===== config.mk =====
export PLATFORM = sky130hd
export DESIGN_NAME = alu_mul_seq
export DESIGN_NICKNAME = d
export VERILOG_FILES = /design/src/rtl/alu_mul_seq.sv
export SDC_FILE = /design/constraint.sdc
export NUM_CORES = 1
export LEC_CHECK = 0
export BUFFER_PORTS_ARGS = -buffer_cell sky130_fd_sc_hd__buf_4
export CAP_MARGIN = 20
export CORE_MARGIN = 2
export CORE_UTILIZATION = 54
export CTS_BUF_LIST = sky130_fd_sc_hd__clkbuf_8
export DETAILED_ROUTE_END_ITERATION = 8
export PLACE_DENSITY = 0.9
export SKIP_CTS_REPAIR_TIMING = 1
export SYNTH_ARGS = -nofsm -noshare
export SYNTH_HDL_FRONTEND = slang
export SYNTH_SLANG_ARGS = --single-unit

===== constraint.sdc =====
create_clock -name clk -period 4 [get_ports clk]
set_input_delay 0.4 -clock clk [delete_from_list [all_inputs] [get_ports clk]]
set_output_delay 0.4 -clock clk [all_outputs]
set_load 0.01 [all_outputs]

===== src/rtl/alu_mul_seq.sv =====
// alu_mul_seq: multi-cycle 16x16 -> 16 shift-and-add multiplier that uses one
// Hack alu as its only adder. It alternates ADD (acc += mcand when the current
// multiplier bit is set) and DBL (mcand += mcand) for each multiplier bit.
// Optional build macro: ALU_MUL_EARLY_EXIT_EN. When it is defined, the block
// finishes as soon as no multiplier bits remain. The product is the same in
// both builds; only the latency changes.

// Hack alu: conditional zero/negate of each input, then add or AND, then an
// optional negate of the result.
module hack_alu (
    input  logic [15:0] x_i,
    input  logic [15:0] y_i,
    input  logic        zx_i,
    input  logic        nx_i,
    input  logic        zy_i,
    input  logic        ny_i,
    input  logic        f_i,
    input  logic        no_i,
    output logic [15:0] out_o,
    output logic        zr_o,
    output logic        ng_o
);
    logic [15:0] x_z, x_n, y_z, y_n, f_out;

    // Pure combinational alu datapath
    always_comb begin
        x_z   = zx_i ? 16'h0000 : x_i;
        x_n   = nx_i ? ~x_z : x_z;
        y_z   = zy_i ? 16'h0000 : y_i;
        y_n   = ny_i ? ~y_z : y_z;
        f_out = f_i ? (x_n + y_n) : (x_n & y_n);
        out_o = no_i ? ~f_out : f_out;
        zr_o  = (out_o == 16'h0000);
        ng_o  = out_o[15];
    end
endmodule

module alu_mul_seq #(
    parameter int ITERS = 16
) (
    input  logic        clk,
    input  logic        rst_n,
    input  logic        in_valid,
    output logic        in_ready,
    input  logic [15:0] a,
    input  logic [15:0] b,
    output logic        out_valid,
    input  logic        out_ready,
    output logic [15:0] product,
    output logic        zr,
    output logic        ng
);
    typedef enum logic [1:0] {
        IDLE = 2'd0,
        ADD  = 2'd1,
        DBL  = 2'd2,
        DONE = 2'd3
    } state_t;

    state_t      state_q, state_d;
    logic [15:0] acc_q, acc_d;
    logic [15:0] mcand_q, mcand_d;
    logic [15:0] mplier_q, mplier_d;
    logic [3:0]  cnt_q, cnt_d;

    logic [15:0] alu_x, alu_y, alu_out;
    logic        alu_zx, alu_nx, alu_zy, alu_ny, alu_f, alu_no;
    logic        alu_zr, alu_ng;

    hack_alu u_alu (
        .x_i   (alu_x),
        .y_i   (alu_y),
        .zx_i  (alu_zx),
        .nx_i  (alu_nx),
        .zy_i  (alu_zy),
        .ny_i  (alu_ny),
        .f_i   (alu_f),
        .no_i  (alu_no),
        .out_o (alu_out),
        .zr_o  (alu_zr),
        .ng_o  (alu_ng)
    );

    // Next-state logic, alu control steering and handshake outputs
    always_comb begin
        state_d   = state_q;
        acc_d     = acc_q;
        mcand_d   = mcand_q;
        mplier_d  = mplier_q;
        cnt_d     = cnt_q;
        // Idle control forces alu.out to zero (0 & 0)
        alu_x     = 16'h0000;
        alu_y     = 16'h0000;
        alu_zx    = 1'b1;
        alu_nx    = 1'b0;
        alu_zy    = 1'b1;
        alu_ny    = 1'b0;
        alu_f     = 1'b0;
        alu_no    = 1'b0;
        in_ready  = 1'b0;
        out_valid = 1'b0;
        product   = 16'h0000;
        zr        = alu_zr;
        ng        = alu_ng;

        case (state_q)
            IDLE: begin
                in_ready = rst_n;
                if (in_valid && rst_n) begin
                    acc_d    = 16'h0000;
                    mcand_d  = a;
                    mplier_d = b;
                    cnt_d    = 4'd0;
`ifdef ALU_MUL_EARLY_EXIT_EN
                    state_d  = (b == 16'h0000) ? DONE : ADD;
`else
                    state_d  = ADD;
`endif
                end
            end
            ADD: begin
                alu_x  = acc_q;
                alu_y  = mcand_q;
                alu_zx = 1'b0;
                alu_zy = 1'b0;
                alu_f  = 1'b1;
                if (mplier_q[0]) begin
                    acc_d = alu_out;
                end
                state_d = DBL;
            end
            DBL: begin
                alu_x    = mcand_q;
                alu_y    = mcand_q;
                alu_zx   = 1'b0;
                alu_zy   = 1'b0;
                alu_f    = 1'b1;
                mcand_d  = alu_out;
                mplier_d = mplier_q >> 1;
                cnt_d    = cnt_q + 4'd1;
`ifdef ALU_MUL_EARLY_EXIT_EN
                if ((cnt_q == 4'(ITERS - 1)) || ((mplier_q >> 1) == 16'h0000)) begin
                    state_d = DONE;
                end else begin
                    state_d = ADD;
                end
`else
                state_d  = (cnt_q == 4'(ITERS - 1)) ? DONE : ADD;
`endif
            end
            DONE: begin
                // acc + 0 passes the accumulator through so the flags come from the alu
                alu_x     = acc_q;
                alu_zx    = 1'b0;
                alu_zy    = 1'b1;
                alu_f     = 1'b1;
                out_valid = 1'b1;
                product   = alu_out;
                if (out_ready) begin
                    state_d = IDLE;
                end
            end
            default: state_d = IDLE;
        endcase
    end

    // State and datapath registers with synchronous active-low reset
    always_ff @(posedge clk) begin
        if (!rst_n) begin
            state_q  <= IDLE;
            acc_q    <= 16'h0000;
            mcand_q  <= 16'h0000;
            mplier_q <= 16'h0000;
            cnt_q    <= 4'd0;
        end else begin
            state_q  <= state_d;
            acc_q    <= acc_d;
            mcand_q  <= mcand_d;
            mplier_q <= mplier_d;
            cnt_q    <= cnt_d;
        end
    end
endmodule


## After elaboration in Yosys (flattened, before gate mapping)

Cells that the tools add are included.

- Bits in registers: 54
- Output and inout bits: 20
- Bits of input ports: 36
- Word-level logic and storage cells: 47

- Reductions and logical operators: 11
- Muxes and demuxes: 21
- Eq/ne operators: 7
- Bitwise logic cells: 1
- Add/sub/neg operators: 2

Operators by type and width:

| operator | count |
|---|---|
| $mux 16 | 8 |
| $pmux 16 s2 | 4 |
| $add 16x16->16 | 1 |
| $and 16x16->16 | 1 |
| $logic_not 16->1 | 1 |
| $pmux 2 s4 | 1 |
| $pmux 4 s2 | 1 |
| $mux 2 | 3 |
| $ne 2x2->1 const B | 3 |
| $add 4x1->4 const B | 1 |
| $eq 2x2->1 const B | 2 |
| $eq 4x4->1 const B | 1 |
| $mux 4 | 1 |
| $reduce_and 2->1 | 2 |
| $reduce_bool 2->1 | 2 |
| $reduce_or 2->1 | 2 |
| $mux 1 | 3 |
| $reduce_and 3->1 | 1 |
| $reduce_or 3->1 | 1 |
| $eq 2x1->1 const B | 1 |
| $logic_not 2->1 | 1 |
| $logic_and 1x1->1 | 1 |

## Logic depth before layout (Yosys ltp)

- Depth after elaboration: 8
- Gate-level depth with buffers: 17

## Modules after synthesis

A second synthesis with hierarchy kept.

- Cell total of the unflattened synthesis: 591
- Area total of the unflattened synthesis: 5017.3 sq um

Modules (own cells, without submodules):

| module | instances | sequential area each (sq um) | cells each | area an instance (sq um) |
|---|---|---|---|---|
| alu_mul_seq | 1 | 1081.0 | 345 | 3151.8 |
| hack_alu | 1 | 0.0 | 246 | 1865.5 |

## Worst setup path after synthesis

OpenSTA, ideal clock, no wires.

- Path type: reg2out
- Start point: register state_q[0]
- End point: output zr
- Path slack: -0.331 ns
- Buffers on the path: 5
- Data arrival time: 3.931 ns
- Stages on the path, launching flop included: 17
- Path through: dfxtp_1 -> inv_1 -> ha_1 -> buf_2 -> buf_2 -> buf_2 -> buf_1 -> clkbuf_1 -> nor2_1 -> fa_1 -> a211oi_2 -> o21ai_1 -> a311oi_1 -> o31ai_1 -> nor2_1 -> or4b_1 -> nor4_2

- Longest elaborated chain between the ends: 7
- Elaborated cells on any way between the ends: 14

Ends and longest elaborated chain:

| item | RTL line | source |
|---|---|---|
| start, declared | 60 | `state_t state_q, state_d;` |
| start signal, assigned | 176 | `state_q <= state_d;` |
| $eq 2x2->1 or $eq 2x1->1 (tied branches) | 106 | `case (state_q)` |
| $reduce_or 2->1 (no source line) | - |  |
| $pmux 16 s2 | 106 |  |
| $mux 16 | 27 | `x_z = zx_i ? 16'h0000 : x_i;` |
| $add 16x16->16 or $and 16x16->16 (tied branches) | 31 | `f_out = f_i ? (x_n + y_n) : (x_n & y_n);` |
| $mux 16 * | 31 |  |
| $logic_not 16->1 * | 33 | `zr_o = (out_o == 16'h0000);` |
| end, declared | 50 | `output logic zr,` |

Every way passes the cells marked *; elsewhere a longest branch is shown, timed or not.

## Worst setup path in the final report

Ends and elaborated chain as after synthesis.

==> flow_summary_export.csv <==
group,metric,value,unit
synth,synthArstFlopShare,0,%
synth,ys_top_cells_by_area,"dfxtp_1, nor2_1, ha_1",
synth,ys_ff_latch,54,
finish,final_cell_mix,"buf_4, nor2_1, dfxtp_1",
routing,drt_iter0_drc,571,
sta,fin_ws,-0.2243,ns
die,dieArea,0.007534,mm²
sta,finalMaxSlewViolations,0,
synth,synthCells,492,
critical_path,cp_max_fo,42,
grt,grt_pass1_wl,17390,µm
critical_path,critPathCaptureType,"primary output",
clock_tree,cts_root_buffer,"clkbuf_8",
critical_path,r2r_start,"state_q[0]$_SDFFE_PN0P_",
critical_path,critPathMaxStageDelay,0.53,ns
outcome,violations,"negative setup slack",
routing,dr_wl_met3,1034,µm
critical_path,crit_cells,13,
critical_path,required,3.60,ns
critical_path,path_cells,"clkinvlp_4 > ha_1 > buf_12 > nor2_1 > ha_4 > o211ai_1 > o21a_2 > xor2_1 > o21ai_0 > nand4bb_1 > or4b_4 > nor4_4 > buf_4",
critical_path,endpoint,"zr",
routing,detail-route-antenna-nets,0,
clock_tree,clk_latency,0.31,ns
routing,routed_wl,12130,µm
pwr,ir_worst_vdd,0.3119,mV
pwr,power.density,344.7,mW/mm²
place,io_buffers,55,
finish,layout.cells.non_filler,643,
clock_tree,cts_tree,"built",
min_path,hold_path_class,"input port to flop",
clock_tree,cts_max_path_buffers,2,
run,drv_cap,0,
place,post-place-ws,-0.05233,ns
clock_tree,cts.sinks,54,
critical_path,worstRegToRegCells,12,
synth,synth_flop_cell,"dfxtp_1",
critical_path,crit_path_start_kind,"flop",
routing,wl_met1,4802,µm
critical_path,critPathTopFamily,"simple AND/OR/NAND/NOR gates",
synth,yosysWarnings,0,
routing,drc,0,
critical_path,reg2reg_setup_slack,0.60,ns
finish,diodes,0,
sta,worst_pin_slew,1.149,ns
pwr,report.power.total,1.661,mW
routing,vias,4298,
synth,ys_seq_area_share,29.20,%
sta,min_period_over_period,105.6,%
die,core-area,0.006719,mm²
critical_path,crit_slowest_cell,"or4b_4",
finish,nNetsFinal,621,
place,hpwlAfterDp,7600,µm
grt,grt_remaining_overflow,0,
sta,fin_crit,4.224,ns
sta,setup_viol,3,
critical_path,critPathArrivalTime,3.82,ns
outcome,run_status,"complete, but fails checks",
critical_path,cp-startpoint,"state_q[0]$_SDFFE_PN0P_",
die,start_util,55.10,%
synth,yosys.area.top_type_share,29.20,%
grt,grt_pass1_vias,3694,
finish,drive_gt1_share,27.53,%
clock_tree,cts_buffers,5,
grt,antenna_found_initial,0,
grt,grt_max_degree,43,
synth,syn_area,0.003702,mm²
place,dp.cells,619,
pwr,p_leak,1.953,nW
finish,fin_util,71.73,%
routing,wl_per_cell,18.87,µm
clock_tree,htreeDepth,2,
sta,slew_headroom,23.40,%
sta,rsz0062_at_grt,"true",
sta,whs,0.3526,ns
die,die_height,86.80,µm
routing,wl_met2,5803,µm
finish,fillers,445,
synth,synth_edf_count,0,
place,gp_congestion,0.9441,
critical_path,r2r_end,"mcand_q[15]$_SDFFE_PN0P_",
routing,first_pass_iters,5,
grt,track_usage,28.32,%
die,rows,30,
synth,syn_nets,551,
synth,synth_cell_types,57,
finish,mostFrequentLayoutCell,"buf_4",
synth,syn_area_per_cell,7.525,µm²
routing,routed.top_layer,"met4",
sta,hold_viol,0,
synth,yosys.area.top_type,"dfxtp_1",
critical_path,worstSetupPathType,"flop to primary output",
routing,via_per_inst,6.684,
sta,skew,0.007181,ns
die,chipWidth,86.80,µm
die,pin_count,56,
critical_path,path_buf_inv,3,
sta,max_freq,0.2367,GHz
finish,areaGrowthSynthToFinish,30.18,%
clock_tree,clk_pin_slew,0.09,ns
per-stage QoR:
stage / TNS (ns) / area, µm²
after floorplan: 0 / 3726
after global placement: 0 / 4302
after detailed placement: -0.05233 / 4302
after CTS: -1.059 / 4408
after global routing: -0.7553 / 4820
final: -0.3502 / 4820
layout make-up:
class | instances | area [µm²] | share of cell area, %
Multi-Input combinational cell | 396 | 2735 | 56.75
Timing Repair Buffer | 95 | 748.2 | 15.52
Clock buffer | 5 | 68.82 | 1.428
Sequential cell | 54 | 1089 | 22.59
Clock inverter | 3 | 37.54 | 0.7788
Inverter | 10 | 41.29 | 0.8567
Tap cell | 80 | 100.1 | 2.077
kinds of logic after synthesis:
| family | Yosys count | synth area share (%) |
|---|---|---|
| simple gates | 214 | 27.54 |
| xor+xnor | 4 | 0.9464 |
| flops | 54 | 29.20 |
| compound gates | 151 | 28.86 |
| mux | 4 | 1.115 |
| fa+ha+maj | 23 | 7.976 |
| buf+inv | 42 | 4.359 |
worst register-to-register path: stages, from the launching register on:
cell and delay [ns]:
dfxtp_4 0.40, clkinvlp_4 0.17, ha_1 0.32, buf_12 0.21, nor2_1 0.29, ha_4 0.28
o211ai_1 0.21, o21a_2 0.25, a21o_1 0.22, a21oi_1 0.10, o311ai_2 0.59, a221oi_1 0.19
nor2_1 0.12
routing by layer:
layer / vias up / track usage, %
met5: - / 0
met4: 0 / 12.22
met3: 68 / 3.810
met2: 290 / 44.90
met1: 2000 / 38.46
li1: 1940 / -
where the power goes:
group | total, mW | switching, mW | internal (mW)
combinational | 0.680 | 0.397 | 0.283
sequential | 0.622 | 0.0372 | 0.585
clock | 0.359 | 0.176 | 0.182
total | 1.66 | 0.610 | 1.05
cells in the mapped netlist, types with 3 or more instances:
library cell,count
nor2_1,88
dfxtp_1,54
a21oi_1,33
nor3_1,33
a22oi_1,31
and2_1,30
clkbuf_1,28
nand2_1,27
o21ai_0,24
ha_1,22
a221oi_1,13
and3_1,13
inv_1,9
nand3_1,9
a21o_1,7
o211ai_1,5
o21a_1,4
a211o_1,3
a211oi_1,3
a222oi_1,3
buf_2,3
mux2i_1,3
nor2b_1,3
o22a_1,3
xnor2_1,3
flip-flops by register name (all words and copies together) (netlist names):
signal,cells
acc_q,16
mcand_q,16
mplier_q,16
cnt_q,4
state_q,2
worst min-delay path by stage:
| stage | start | endpoint | slack (ns) | cells after the start |
|---|---|---|---|---|
| after floorplan | mplier_q[15]$_SDFFE_PN0P_ | mplier_q[15]$_SDFFE_PN0P_ | 0.45 | 2 |
| after global placement | acc_q[3]$_SDFFE_PN0P_ | acc_q[3]$_SDFFE_PN0P_ | 0.47 | 2 |
| after detailed placement | acc_q[3]$_SDFFE_PN0P_ | acc_q[3]$_SDFFE_PN0P_ | 0.48 | 2 |
| after CTS | a[9] | mcand_q[9]$_SDFFE_PN0P_ | 0.36 | 3 |
| after global routing | a[9] | mcand_q[9]$_SDFFE_PN0P_ | 0.36 | 3 |
| final | a[9] | mcand_q[9]$_SDFFE_PN0P_ | 0.35 | 3 |
No activity file was read; power rests on OpenSTA's default activity.
